$ cat config.mk
export PLATFORM = sky130hd
export DESIGN_NAME = fetch_sequencer
export DESIGN_NICKNAME = d
export VERILOG_FILES = /design/src/rtl/fetch_sequencer.sv
export SDC_FILE = /design/constraint.sdc
export NUM_CORES = 1
export LEC_CHECK = 0
export ABC_AREA = 0
export CORE_UTILIZATION = 46
export DETAILED_ROUTE_END_ITERATION = 8
export GPL_TIMING_DRIVEN = 0
export PLACE_DENSITY = 0.8
export SYNTH_ARGS = -nofsm -noshare
export SYNTH_HDL_FRONTEND = slang
export SYNTH_SLANG_ARGS = --single-unit
$ cat constraint.sdc
create_clock -name clk -period 2.6 [get_ports clk]
set_input_delay 0.52 -clock clk [delete_from_list [all_inputs] [get_ports clk]]
set_output_delay 0.52 -clock clk [all_outputs]
set_load 0.05 [all_outputs]
$ cat src/rtl/fetch_sequencer.sv
// rtl/fetch_sequencer.sv - single-outstanding instruction fetch sequencer with redirect and drop handling
module fetch_sequencer #(
   parameter int               XLEN     = 32,
   parameter logic [XLEN-1:0]  RESET_PC = 32'h0000_0000
) (
   input  logic             clk,
   input  logic             rst,
   output logic             o_imem_req_valid,
   input  logic             i_imem_req_ready,
   output logic [XLEN-1:0]  o_imem_req_addr,
   input  logic             i_imem_rsp_valid,
   input  logic [31:0]      i_imem_rsp_data,
   output logic             o_instr_valid,
   input  logic             i_instr_ready,
   output logic [31:0]      o_instr_data,
   output logic [XLEN-1:0]  o_instr_pc,
   input  logic             i_redirect_valid,
   input  logic [XLEN-1:0]  i_redirect_pc,
   input  logic             i_stall,
   output logic             o_misaligned,
   output logic [XLEN-1:0]  o_retired_count
);

   typedef enum logic [1:0] {
      S_REQ  = 2'd0,
      S_WAIT = 2'd1,
      S_OUT  = 2'd2
   } state_t;

   state_t            state, state_n;
   logic [XLEN-1:0]   pc, pc_n;
   logic              drop, drop_n;
   // pending: request was offered but not yet taken, so it must stay up even if stall rises
   logic              pending, pending_n;
   // armed: keeps the first request off the bus until one full edge has passed out of reset
   logic              armed;
   logic              misaligned_q;
   logic [31:0]       data_q, data_n;
   logic [XLEN-1:0]   ipc_q, ipc_n;
   logic [XLEN-1:0]   count_q, count_n;
   logic [XLEN-1:0]   redirect_aligned;
   logic              req_fire;

   assign redirect_aligned = {i_redirect_pc[XLEN-1:2], 2'b00};
   assign o_imem_req_valid = (state == S_REQ) && armed && (!i_stall || pending);
   assign o_imem_req_addr  = pc;
   assign req_fire         = o_imem_req_valid && i_imem_req_ready;
   assign o_instr_valid    = (state == S_OUT);
   assign o_instr_data     = data_q;
   assign o_instr_pc       = ipc_q;
   assign o_misaligned     = misaligned_q;
   assign o_retired_count  = count_q;

   // Next-state, PC, drop flag and instruction capture; redirect always wins over handshakes
   always_comb begin
      state_n   = state;
      pc_n      = pc;
      drop_n    = drop;
      pending_n = pending;
      data_n    = data_q;
      ipc_n     = ipc_q;
      count_n   = count_q;
      case (state)
         S_REQ: begin
            pending_n = o_imem_req_valid && !i_imem_req_ready;
            if (req_fire) begin
               state_n = S_WAIT;
            end
            if (i_redirect_valid) begin
               pc_n = redirect_aligned;
               // the accepted request targets the old PC; its response must be thrown away
               if (req_fire) begin
                  drop_n = 1'b1;
               end
            end
         end
         S_WAIT: begin
            if (i_redirect_valid) begin
               pc_n = redirect_aligned;
               if (i_imem_rsp_valid) begin
                  drop_n  = 1'b0;
                  state_n = S_REQ;
               end else begin
                  drop_n = 1'b1;
               end
            end else if (i_imem_rsp_valid) begin
               if (drop) begin
                  drop_n  = 1'b0;
                  state_n = S_REQ;
               end else begin
                  data_n  = i_imem_rsp_data;
                  ipc_n   = pc;
                  state_n = S_OUT;
               end
            end
         end
         S_OUT: begin
            if (i_redirect_valid) begin
               pc_n    = redirect_aligned;
               state_n = S_REQ;
            end else if (i_instr_ready) begin
               pc_n    = pc + XLEN'(4);
               count_n = count_q + XLEN'(1);
               state_n = S_REQ;
            end
         end
         default: begin
            state_n = S_REQ;
         end
      endcase
   end

   // State register and outputs; synchronous reset overrides every handshake and redirect
   always_ff @(posedge clk) begin
      if (rst) begin
         state        <= S_REQ;
         pc           <= RESET_PC;
         drop         <= 1'b0;
         pending      <= 1'b0;
         armed        <= 1'b0;
         misaligned_q <= 1'b0;
         data_q       <= '0;
         ipc_q        <= '0;
         count_q      <= '0;
      end else begin
         state        <= state_n;
         pc           <= pc_n;
         drop         <= drop_n;
         pending      <= pending_n;
         armed        <= 1'b1;
         misaligned_q <= i_redirect_valid && (i_redirect_pc[1:0] != 2'b00);
         data_q       <= data_n;
         ipc_q        <= ipc_n;
         count_q      <= count_n;
      end
   end

endmodule

Yosys cells after proc, flatten, opt, wreduce, memory -nomap -nowiden

Cells that the tools add are included.

Equal/unequal tests: 8
Shift operators: 0
Magnitude comparators: 0
Bitwise gates (word level): 2
Reductions and logical operators: 18
Multiply operators: 0
$add $sub $neg: 2
Muxes and demuxes: 19
Divide/modulo/power cells: 0

Operators with widths:

| operator                                               | number |
|---|---|
| two-way mux 32 bit                                     | 3 |
| case mux 32 bit (2 select lines)                       | 1 |
| adder 32 x 1 -> 32 bit (second input constant)         | 1 |
| adder 32 x 3 -> 32 bit (second input constant)         | 1 |
| two-way mux 2 bit                                      | 7 |
| AND reduction 3 bit                                    | 3 |
| AND reduction 4 bit                                    | 2 |
| two-way mux 1 bit                                      | 6 |
| inequality test 2 bit (second input constant)          | 3 |
| case mux 2 bit (3 select lines)                        | 1 |
| nonzero test 2 bit                                     | 3 |
| logical AND 1 bit                                      | 5 |
| inequality test 3 x 1 -> 1 bit (second input constant) | 1 |
| inequality test 3 bit (second input constant)          | 1 |
| equality test 2 x 1 -> 1 bit (second input constant)   | 1 |
| equality test 2 bit (second input constant)            | 1 |
| zero test 1 bit                                        | 2 |
| zero test 2 bit                                        | 1 |
| inequality test 2 x 1 -> 1 bit (second input constant) | 1 |
| NOT 1 bit                                              | 2 |
| case mux 1 bit (2 select lines)                        | 1 |
| OR reduction 2 bit                                     | 1 |
| logical OR 1 bit                                       | 1 |

Latch bits: 0
Word-level logic and storage cells: 58
Input bits: 71
Flip-flop bits (word level): 134
ROM bits: 0
Output and inout bits: 131
Memory bits (writable): 0
Memories kept: 0

Logic depth before layout (Yosys ltp)

Word-level depth: 7
Depth in mapped cells: 7
Depth with buffers taken out: 5

Worst setup path after synthesis

OpenSTA, ideal clock, no wires.

Path kind: register to register
Start point: reg pc[2], in the netlist o_imem_req_addr[2]
End point: reg pc[28], in the netlist o_imem_req_addr[28]
Cell stages (with the launch flop): 6
Data arrival time: 2.406 ns
Slack: 0.119 ns
Library setup time: 0.074 ns
Path buffers: 0
Clock period less this slack: 2.481 ns
Required time: 2.526 ns
Path through: dfxtp_1 ha_1 nand4_2 or4_4 or4b_1 a31oi_1

Word-level cells in the longest chain between the ends: 4

Ends and longest elaborated chain:

| item                             | RTL line | RTL |
|---|---|---|
| start: declaration               | 31       | `logic [XLEN-1:0] pc, pc_n;` |
| start signal: assignment         | 127      | `pc <= pc_n;` |
| adder 32 x 3 -> 32 bit           | 102      | `pc_n = pc + XLEN'(4);` |
| two-way mux 32 bit               | 101      | `end else if (i_instr_ready) begin` |
| two-way mux 32 bit               | 98       | `if (i_redirect_valid) begin` |
| case mux 32 bit (2 select lines) | 63       | `case (state)` |

No other way between the ends. The select of a mux whose other input is x is not followed.
A chain may end at the register's enable or synchronous reset.

Worst setup path after layout

Start point: in i_redirect_valid
End point: reg pc[6], in the netlist o_imem_req_addr[6]

Word-level cells in the longest chain between the ends: 2
Elaborated cells between the ends (all ways): 5
Those cells by class: 2 x eq/ne; 2 x mux; 1 x reduce/logical

Ends and longest elaborated chain:

| item                                                                              | RTL line | RTL |
|---|---|---|
| start: declaration                                                                | 17       | `input logic i_redirect_valid,` |
| inequality test 3 x 1 -> 1 bit (no line), or another cell as far along            | n/a      |  |
| AND reduction 3 bit (no line) or case mux 32 bit (2 select lines) (tied branches) | n/a      |  |

Several ways; a longest one is shown, not always the timed one.

==> impl_results.md <==
* Highest metal used: met4
* Fraction of the yosys area taken by sequential cells at 42.68%
* Die area at 13,720 µm²
* Non-Filler Instances at 1,179
* Via count at 6,818
* Clk pin slew, worst setup/hold paths at 50 ps
* PortBufs at 197
* Die X at 117.1 µm
* I/O pins at 202
* Final Hold Vio Count at 0
* Pre-antenna DRT Iters at 5
* Post-synth EDFFs at 0
* Synth Cell Area at 6098 µm²
* Measured slew at the worst slew-check pin at 1359 ps
* CTS Root Cell: clkbuf_16
* RSZ-0062 raised after global routing: false
* Worst hold path type: register to register
* Synth warn at 0
* #FFs+latches synth at 130
* Cell count after placement at 1,149
* First-pass GRT wire length at 30.98 mm
* Most frequent cells in the layout: 195 x clkdlybuf4s50_1, 166 x nand2_1, 130 x dfxtp_1, 100 x a21oi_1, 47 x clkbuf_1
* Drc violations at 0
* Synth area leader: dfxtp_1
* Power density over cell area at 559.6 nW/µm²
* Cells after Synth at 777
* Crit path kind: input port to register
* Final WS setup at 36.52 ps
* VDD IR max at 361.1 µV
* Longest Clk Path Bufs at 2
* CTS Buf Count at 17
* GPL Wtd Cong at 0.9190
* Most used cell, CP: buf_2
* TritonCTS clock tree: built
* Slew Viols, Final at 0
* CP top delay family: buffers and inverters
* Pin count of the biggest net entering global routing at 17
* Vias in the first global route at 6,144
* Fillers at 1,062
* Worst path required time at 2930 ps
* Max_slew headroom at 8.533%
* Pre-CTS WS at -333.4 ps
* Final setup fails at 0
* Worst stage delay on the critical path at 660 ps
* Post-synth ARST share at 0%
* Final net count at 1,069
* Commonest non-fill, non-tap cell in the layout: clkdlybuf4s50_1
* Wl on met1 at 8.395 mm
* Critical path buffers and inverters at 4
* Synth top area share at 42.68%
* WL/cell at 17.33 µm
* Leakage at 2.896 nW
* Fmax at 0.3901 GHz
* Status: complete, no violations
* Final Core Density at 69.37%
* DRT antenna net count at 0
* N_diodes at 0
* Setup TNS at 0 ps
* WL met2 at 9.298 mm
* Final Cell Area at 8861 µm²
* # rows at 41
* H-tree Lvls at 4
* DP Area at 8297 µm²
* Post-Route WL at 20.43 mm
* Top cells by area, synth: dfxtp_1 43%, nand2_1 10%, a21oi_1 8.2%
* Number of vias per cell at 5.783
* Die height at 117.1 µm
* Core Area at 12,770 µm²
* Ratio of cells with drive above 1 in the final layout at 5.760%
* Starting Density at 47.74%
* Crit path DAT at 2890 ps
* Fin crit share at 98.60%
* Clock Sinks at 130
* Dpl hpwl at 14.58 mm
* Area growth, synth to finish at 45.30%
* Met3 routed WL at 2.046 mm
* Setup Skew at 5.235 ps
* Initial DRC Count at 628
* Crit-path max FO at 10
* Initial antenna violation count at 0
* Post-layout min period at 2563 ps
* GR Overflow Total at 0
* Hold Buf Count CTS at 0
* Crit. End Element: register
* Critical-path cell list: clkdlybuf4s50_1, buf_2, nor3b_1, buf_2, buf_2, o21ai_0, a211oi_1
* GR Util All Layers at 29.73%
* Clock Latency Late Sink at 420 ps
* Max-Cap Viols at 0
* Netlist cell types at 71
* Slowest CP cell: nor3b_1
* Most used DFF post-synth: dfxtp_1
* Mean area per synthesized cell at 7.849 µm²
* Worst setup SP type: input port
-- layer usage --
metal  track usage (%)  vias up
met3             8.548       60
met1             37.20     3137
li1                  -     3257
met2             47.25      364
met4             13.84        0
met5                 0        -
-- state kept, by name (all words and copies together), names as in the netlist --
register,count
armed,1
drop,1
o_imem_req_addr,30
o_instr_data,32
o_instr_pc,30
o_misaligned,1
o_retired_count,32
pending,1
state,2
-- tightest hold or removal path, delay by kind of cell (launching register included) --
family | cells | cell delay (ps)
flip-flops | 1 | 300
AND/OR/NAND/NOR | 1 | 50
AO/OA/AOI/OAI | 1 | 50
-- final cells by class --
class | instances | area [µm²] | share of cell area (%)
Inverter | 13 | 48.80 | 0.5507
Buffer | 58 | 242.7 | 2.739
Tap cell | 172 | 215.2 | 2.429
Clock inverter | 6 | 80.08 | 0.9037
Multi-Input combinational cell | 579 | 3218 | 36.32
Sequential cell | 130 | 2603 | 29.37
Timing Repair Buffer | 197 | 1972 | 22.25
Clock buffer | 24 | 481.7 | 5.436
-- logic make-up after synthesis --
logic type               Yosys count  share of synthesized area, %
adder cells (fa/ha/maj)            2                        0.4103
multiplexers                       7                         1.272
XOR/XNOR                           8                         1.149
AO/OA/AOI/OAI                    202                         20.33
other                              1                       0.06149
buffers and inverters             71                         4.739
flip-flops                       130                         42.68
AND/OR/NAND/NOR                  356                         29.36
-- repair_timing --
item	in CTS	in global routing
hold endpoints to repair	0	0
setup buffers	0	0
endpoints found under the setup margin	2	1
gates resized for setup	5	2
-- Yosys cell counts (all sizes together) (3+ instances only) --
cell    count
nand4      23
o21ai      20
o211ai      5
mux2        6
dfxtp     130
and3        5
nor2       37
nand2     166
nor4       18
o32ai       3
a31oi      13
o22ai       3
nand2b      3
and4        8
clkbuf     45
nor3       16
nor2b       7
nand3      22
xnor2       3
a21boi      7
a21oi     100
a41oi       3
a311oi      6
buf        13
or4        18
a211oi      5
a311o       3
and2        9
xor2        5
o31ai      13
inv        12
or3        13
-- through the flow --
step | hold slack [ps] | power [W]
global route | 467.2 | 0.005091
floorplan | 443.9 | 0.002426
global placement | 441.6 | 0.002684
CTS | 453.1 | 0.004968
finish | 450.8 | 0.004959
detailed placement | 445.9 | 0.002687
-- report_power, final --
part	internal, W	switching, W	leakage (nW)
registers	0.00204	0.0000655	1.05
logic	0.000224	0.000329	1.56
clock network	0.00147	0.000836	0.280
-- path summary, 6_finish.rpt --
check | startpoint | to | slack, ps | cells past startpoint
setup / recovery | i_redirect_valid | o_imem_req_addr[6] | 40 | 7
hold / removal | o_instr_data[25] | o_instr_data[25] | 450 | 2
setup reg to reg | o_imem_req_addr[4] | o_imem_req_addr[15] | 70 | 4
hold reg to reg | o_instr_data[25] | o_instr_data[25] | 450 | 2
Power figures use the tool's default switching activity.
